==> config.mk <==
export PLATFORM = sky130hd
export DESIGN_NAME = adder_axil_regs
export DESIGN_NICKNAME = d
export VERILOG_FILES = /design/src/rtl/adder_axil_pkg.sv /design/src/rtl/adder_axil_status.sv /design/src/rtl/adder_axil_regs.sv
export SDC_FILE = /design/constraint.sdc
export NUM_CORES = 1
export LEC_CHECK = 0
export ABC_AREA = 1
export CORE_MARGIN = 8
export CORE_UTILIZATION = 30
export DETAILED_ROUTE_END_ITERATION = 10
export GPL_TIMING_DRIVEN = 0
export PLACE_DENSITY_LB_ADDON = 0.05
export SETUP_SLACK_MARGIN = 0.05
export SYNTH_ARGS = -nofsm -noshare
export SYNTH_HDL_FRONTEND = slang
export SYNTH_SLANG_ARGS = --single-unit
==> constraint.sdc <==
create_clock -name clk -period 1.3 [get_ports clk]
set_input_delay 0.195 -clock clk [delete_from_list [all_inputs] [get_ports clk]]
set_output_delay 0.195 -clock clk [all_outputs]
set_load 0.005 [all_outputs]
==> src/rtl/adder_axil_pkg.sv <==
// Register map, response codes and STATUS field layout shared by the
// adder AXI4-Lite register block and its status tracker.
package adder_axil_pkg;

  localparam logic [3:0] ADDR_A      = 4'h0;
  localparam logic [3:0] ADDR_B      = 4'h4;
  localparam logic [3:0] ADDR_SUM    = 4'h8;
  localparam logic [3:0] ADDR_STATUS = 4'hC;

  localparam logic [1:0] RESP_OKAY   = 2'b00;

  localparam int SUM_VALID_BIT = 0;
  localparam int OP_COUNT_LSB  = 16;
  localparam int OP_COUNT_W    = 16;

endpackage

==> src/rtl/adder_axil_status.sv <==
// SUM_VALID tracker and OP_COUNT counter: an operand write invalidates the
// sum, which becomes valid one edge later once the registered adder catches up.
module adder_axil_status
  import adder_axil_pkg::*;
(
  input  logic                  clk,
  input  logic                  reset,
  input  logic                  op_wr_i,
  output logic                  sum_valid_o,
  output logic [OP_COUNT_W-1:0] op_count_o
);

  logic                  pend_q, pend_d;
  logic                  valid_q, valid_d;
  logic [OP_COUNT_W-1:0] count_q, count_d;

  always_comb begin
    pend_d  = op_wr_i;
    valid_d = valid_q;
    if (op_wr_i) begin
      valid_d = 1'b0;
    end else if (pend_q) begin
      valid_d = 1'b1;
    end
    count_d = count_q;
    if (!valid_q && valid_d) begin
      count_d = count_q + 1'b1;
    end
  end

  always_ff @(posedge clk) begin
    if (!reset) begin
      pend_q  <= 1'b0;
      valid_q <= 1'b0;
      count_q <= '0;
    end else begin
      pend_q  <= pend_d;
      valid_q <= valid_d;
      count_q <= count_d;
    end
  end

  assign sum_valid_o = valid_q;
  assign op_count_o  = count_q;

endmodule

==> src/rtl/adder_axil_regs.sv <==
// AXI4-Lite slave holding adder operands A/B and reporting the registered
// sum plus its validity/operation count through a small register map.
module adder_axil_regs
  import adder_axil_pkg::*;
#(
  parameter int DATA_WIDTH = 32,
  parameter int ADDR_WIDTH = 4
) (
  input  logic                    clk,
  input  logic                    reset,
  input  logic [ADDR_WIDTH-1:0]   s_axi_awaddr,
  input  logic                    s_axi_awvalid,
  output logic                    s_axi_awready,
  input  logic [DATA_WIDTH-1:0]   s_axi_wdata,
  input  logic [DATA_WIDTH/8-1:0] s_axi_wstrb,
  input  logic                    s_axi_wvalid,
  output logic                    s_axi_wready,
  output logic [1:0]              s_axi_bresp,
  output logic                    s_axi_bvalid,
  input  logic                    s_axi_bready,
  input  logic [ADDR_WIDTH-1:0]   s_axi_araddr,
  input  logic                    s_axi_arvalid,
  output logic                    s_axi_arready,
  output logic [DATA_WIDTH-1:0]   s_axi_rdata,
  output logic [1:0]              s_axi_rresp,
  output logic                    s_axi_rvalid,
  input  logic                    s_axi_rready,
  output logic [DATA_WIDTH-1:0]   op_a,
  output logic [DATA_WIDTH-1:0]   op_b,
  input  logic [DATA_WIDTH-1:0]   sum_in
);

  localparam int STRB_W = DATA_WIDTH / 8;

  logic [DATA_WIDTH-1:0] a_q, a_d, b_q, b_d, rdata_q, rdata_d;
  logic                  bvalid_q, bvalid_d, rvalid_q, rvalid_d;
  logic [ADDR_WIDTH-1:0] aw_word, ar_word;
  logic                  wr_hs, rd_hs, op_wr;
  logic                  sum_valid;
  logic [OP_COUNT_W-1:0] op_count;
  logic [DATA_WIDTH-1:0] status_w, rd_mux;

  function automatic logic [DATA_WIDTH-1:0] merge_bytes(
    input logic [DATA_WIDTH-1:0] old_v,
    input logic [DATA_WIDTH-1:0] new_v,
    input logic [STRB_W-1:0]     strb
  );
    logic [DATA_WIDTH-1:0] r;
    r = old_v;
    for (int i = 0; i < STRB_W; i++) begin
      if (strb[i]) r[8*i +: 8] = new_v[8*i +: 8];
    end
    return r;
  endfunction

  // Byte offset bits are masked so word aliases decode identically.
  assign aw_word = s_axi_awaddr & ~ADDR_WIDTH'(3);
  assign ar_word = s_axi_araddr & ~ADDR_WIDTH'(3);

  assign s_axi_awready = reset & s_axi_awvalid & s_axi_wvalid & ~bvalid_q;
  assign s_axi_wready  = s_axi_awready;
  assign s_axi_arready = reset & s_axi_arvalid & ~rvalid_q;
  assign wr_hs = s_axi_awready;
  assign rd_hs = s_axi_arready;
  assign op_wr = wr_hs && (aw_word == ADDR_WIDTH'(ADDR_A) || aw_word == ADDR_WIDTH'(ADDR_B));

  always_comb begin
    status_w = '0;
    status_w[SUM_VALID_BIT] = sum_valid;
    status_w[OP_COUNT_LSB +: OP_COUNT_W] = op_count;
    case (ar_word)
      ADDR_WIDTH'(ADDR_A):      rd_mux = a_q;
      ADDR_WIDTH'(ADDR_B):      rd_mux = b_q;
      ADDR_WIDTH'(ADDR_SUM):    rd_mux = sum_in;
      ADDR_WIDTH'(ADDR_STATUS): rd_mux = status_w;
      default:                  rd_mux = '0;
    endcase
  end

  always_comb begin
    a_d      = a_q;
    b_d      = b_q;
    bvalid_d = bvalid_q;
    rvalid_d = rvalid_q;
    rdata_d  = rdata_q;
    if (wr_hs) begin
      if (aw_word == ADDR_WIDTH'(ADDR_A)) a_d = merge_bytes(a_q, s_axi_wdata, s_axi_wstrb);
      if (aw_word == ADDR_WIDTH'(ADDR_B)) b_d = merge_bytes(b_q, s_axi_wdata, s_axi_wstrb);
      bvalid_d = 1'b1;
    end else if (bvalid_q && s_axi_bready) begin
      bvalid_d = 1'b0;
    end
    if (rd_hs) begin
      rdata_d  = rd_mux;
      rvalid_d = 1'b1;
    end else if (rvalid_q && s_axi_rready) begin
      rvalid_d = 1'b0;
    end
  end

  always_ff @(posedge clk) begin
    if (!reset) begin
      a_q      <= '0;
      b_q      <= '0;
      rdata_q  <= '0;
      bvalid_q <= 1'b0;
      rvalid_q <= 1'b0;
    end else begin
      a_q      <= a_d;
      b_q      <= b_d;
      rdata_q  <= rdata_d;
      bvalid_q <= bvalid_d;
      rvalid_q <= rvalid_d;
    end
  end

  adder_axil_status u_status (
    .clk         (clk),
    .reset       (reset),
    .op_wr_i     (op_wr),
    .sum_valid_o (sum_valid),
    .op_count_o  (op_count)
  );

  assign s_axi_bvalid = bvalid_q;
  assign s_axi_bresp  = RESP_OKAY;
  assign s_axi_rvalid = rvalid_q;
  assign s_axi_rdata  = rdata_q;
  assign s_axi_rresp  = RESP_OKAY;
  assign op_a = a_q;
  assign op_b = b_q;

endmodule
==> summary.md <==
| Metric | Value |
|---|---|
| Final instance area | `0.00893 sq mm` |
| DRC violations left | `0` |
| Worst-Margin Slew | `0.624 ns` |
| Setup-failing EPs final | `84` |
| Die footprint | `0.0208 sq mm` |
| HPWL Detailed | `15500 um` |
| Initial Util | `30.2%` |
| Synth warnings | `0` |
| RSZ-0062 raised after global routing | `yes` |
| Post-synth cell types | `24` |
| Violated checks | `setup timing` |
| Clock-pin slew on the worst setup and hold paths | `0.06 ns` |
| Gr usage total | `20.9%` |
| CP Class | `flip-flop to output port` |
| Antenna violations before repair | `2` |
| Dpl cell area | `0.00703 sq mm` |
| Nets | `1017` |
| IO Count | `188` |
| Hold Buf Count CTS | `0` |
| Clk_lat worst skew | `0.42 ns` |
| WL/cell | `18.7 um` |
| Post-DRT Antenna Nets | `0` |
| Fill cells | `1586` |
| Setup WS post-layout | `-0.217 ns` |
| FFs w/ async S/R, synth | `0%` |
| CP max-delay cell | `dfxtp_4` |
| Post-synthesis compound-gate area fraction | `21.9%` |
| DR vias | `5752` |
| Fin cells | `1166` |
| Pwr Density | `1070 mW/mm^2` |
| Fin util | `54.6%` |
| Syn Inst Count | `688` |
| Site Rows | `47` |
| Setup crit end kind | `output port` |
| Max stage delay on crit path | `0.35 ns` |
| Synthesized area | `0.00494 sq mm` |
| Hold Violations, Final | `0` |
| R2R setup slack | `-0.20 ns` |
| Final Skew | `0.00603 ns` |
| Slew Viols, Final | `0` |
| Multi-input gate area | `0.00285 sq mm` |
| Xor/xnor share of the synthesized area | `0.355%` |
| Worst EP arrival | `1.32 ns` |
| Status | `finished, violations left` |
| Max-Cap Viols | `0` |
| Port bufs | `179` |
| Synth Area in Adders | `0.253%` |
| Placed Instances | `1090` |
| Via/cell ratio | `4.93` |
| Die Span Y | `144 um` |
| Main combinational cell family by area after synthesis | `compound AO/OA/AOI/OAI gates` |
| CP Max Fanout | `4` |
| Hold_ws | `0.335 ns` |
| Worst VDD drop | `0.000966 V` |
| Layout area overhead | `80.8%` |
| Clock sink count | `116` |
| Remaining Overflow, GRT | `0` |
| Drt first pass iters | `5` |
| Yosys reg bits | `116` |
| Routed wire length | `21800 um` |
| Fin crit share | `117%` |
| Largest net degree at the start of global routing | `17` |
| Htree depth | `4` |
| Syn avg cell area | `7.18 sq um` |
| Mux cell area share after synthesis | `0%` |
| Minimum clock period after layout | `1.52 ns` |
| Initial DRC Count | `315` |
| Routability cong. | `0.902` |
| Predominant post-synthesis flop cell | `dfxtp_1` |
| Number of global-route vias before repair | `5995` |
| Highest clock rate | `659 MHz` |
| Max-slew headroom | `58.4%` |
| EDFF count, synth | `0` |
| Seq/Total Area, Yosys | `47.0%` |
| CORE AREA | `0.0163 sq mm` |
| Storage cell area | `0.00238 sq mm` |
| CTS tree | `done` |
| Crit-path leading delay family | `flip-flops` |
| Share of layout cells above drive strength 1 | `31.4%` |
| Hold Path Class | `primary input to flip-flop` |
| Critical Path RT | `1.11 ns` |
| Startpoint Class | `flip-flop` |
| CP cell instances | `nor3_4, buf_4, buf_6` |
| First-pass GRT wire length | `32700 um` |
| Die Span X | `144 um` |
| Clk root buf | `clkbuf_16` |
| CP bufs+invs | `2` |
| Leak Pwr | `3.63 nW` |
| Post-synthesis simple-gate area fraction | `20.6%` |
| Max Root-Sink Buffers | `2` |
| Final Power | `0.00955 W` |
| CTS buffer count | `17` |
cell usage after synthesis (all sizes together), types with 2 or more instances:
cell | n | share of area (%)
clkinv | 2 | 0.15
o21ai | 71 | 7.2
dfxtp | 116 | 47
inv | 82 | 6.2
a21oi | 89 | 9.0
buf | 10 | 1.2
nor2 | 39 | 3.0
a41oi | 15 | 2.7
clkbuf | 30 | 2.3
nand2 | 169 | 13
o2111ai | 16 | 2.8
nand3 | 39 | 4.0
nor3 | 3 | 0.53
stage by stage:
| step | TNS [ns] | worst slack, ns |
|---|---|---|
| after detailed placement | -112.50 | -1.49 |
| after floorplan | -1.10 | -0.0743 |
| final | -9.84 | -0.217 |
| after global placement | -109.85 | -1.47 |
| after CTS | -7.13 | -0.215 |
| after global routing | -14.46 | -0.261 |
power by group:
| group | internal, W | switching (W) |
|---|---|---|
| clock network | 0.00299 | 0.00166 |
| registers | 0.00366 | 0.0000634 |
| logic | 0.000569 | 0.000614 |
| total | 0.00722 | 0.00234 |
worst reg2reg max path, delay by kind of cell (launching register included):
family                 cells  cell delay, ns
and+or+nand+nor            2            0.45
buffers and inverters      2            0.41
DFF                        1            0.35
AOI/OAI and AO/OA          2            0.18
logic make-up after synthesis:
logic type / count (synthesis)
other cells: 1
simple gates: 252
buf+inv: 124
xor+xnor: 2
compound gates: 192
flops: 116
fa+ha+maj: 1
state kept, by name, indices dropped and copies added, names as in the netlist:
register and cells:
u_status.op_count_o 16, u_status.sum_valid_o 1, op_a 32, s_axi_rvalid 1
op_b 32, s_axi_bvalid 1, u_status.pend_q 1, s_axi_rdata 32
routing by layer:
metal / vias to the layer above / wire (um) / global-route usage (%)
met5: - / 16 / 0
met4: 2 / 640 / 9.75
met3: 46 / 1560 / 6.97
met2: 182 / 10700 / 35.3
met1: 2744 / 8850 / 23.2
li1: 2778 / - / -
layout make-up:
class                      count  share of cell area, %
buffer                        39                   4.04
tap                          220                   3.08
multi-input combinational    451                   31.9
sequential                   116                   26.6
clock buffer                  21                   5.38
antenna                        1                 0.0280
timing repair buffer         224                   24.1
clock inverter                10                   1.18
inverter                      84                   3.64
timing repair:
action,4_1_cts,5_1_grt
setup buffers,33,6
endpoints found under the setup margin,215,137
pin swaps,32,14
gates resized for setup,426,101
cloned,7,0
placed cells by master (no fill, tap or decap), types with 3 or more instances in the layout:
cell               n
a21oi_1           64
a21oi_2           25
a41oi_1           15
buf_12             4
buf_4             18
buf_6             28
buf_8              7
clkbuf_1           3
clkbuf_16         19
clkbuf_2          20
clkbuf_4           4
clkbuf_8          10
clkdlybuf4s15_1   13
clkdlybuf4s50_1   73
clkinv_2           6
conb_1             4
dfxtp_1           77
dfxtp_2           37
dlygate4sd2_1     81
inv_1             78
inv_2              3
nand2_1          164
nand2_2            3
nand3_1           23
nand3_2            4
nand3_4           12
nor2_1            21
nor2_2             6
nor2_4            12
o2111ai_1         16
o21ai_0            5
o21ai_1            6
o21ai_2           52
o21ai_4            8
worst paths after layout:
check / start / endpoint / depth (start not counted)
hold / removal: reset / u_status.sum_valid_o$_SDFF_PN0_ / 3
hold reg to reg: op_b[1]$_SDFFE_PN0P_ / op_b[1]$_SDFFE_PN0P_ / 2
setup / recovery: s_axi_bvalid$_SDFFE_PN0P_ / s_axi_wready / 3
setup reg to reg: s_axi_bvalid$_SDFFE_PN0P_ / op_b[24]$_SDFFE_PN0P_ / 6
(Power assumes the default switching activity.)
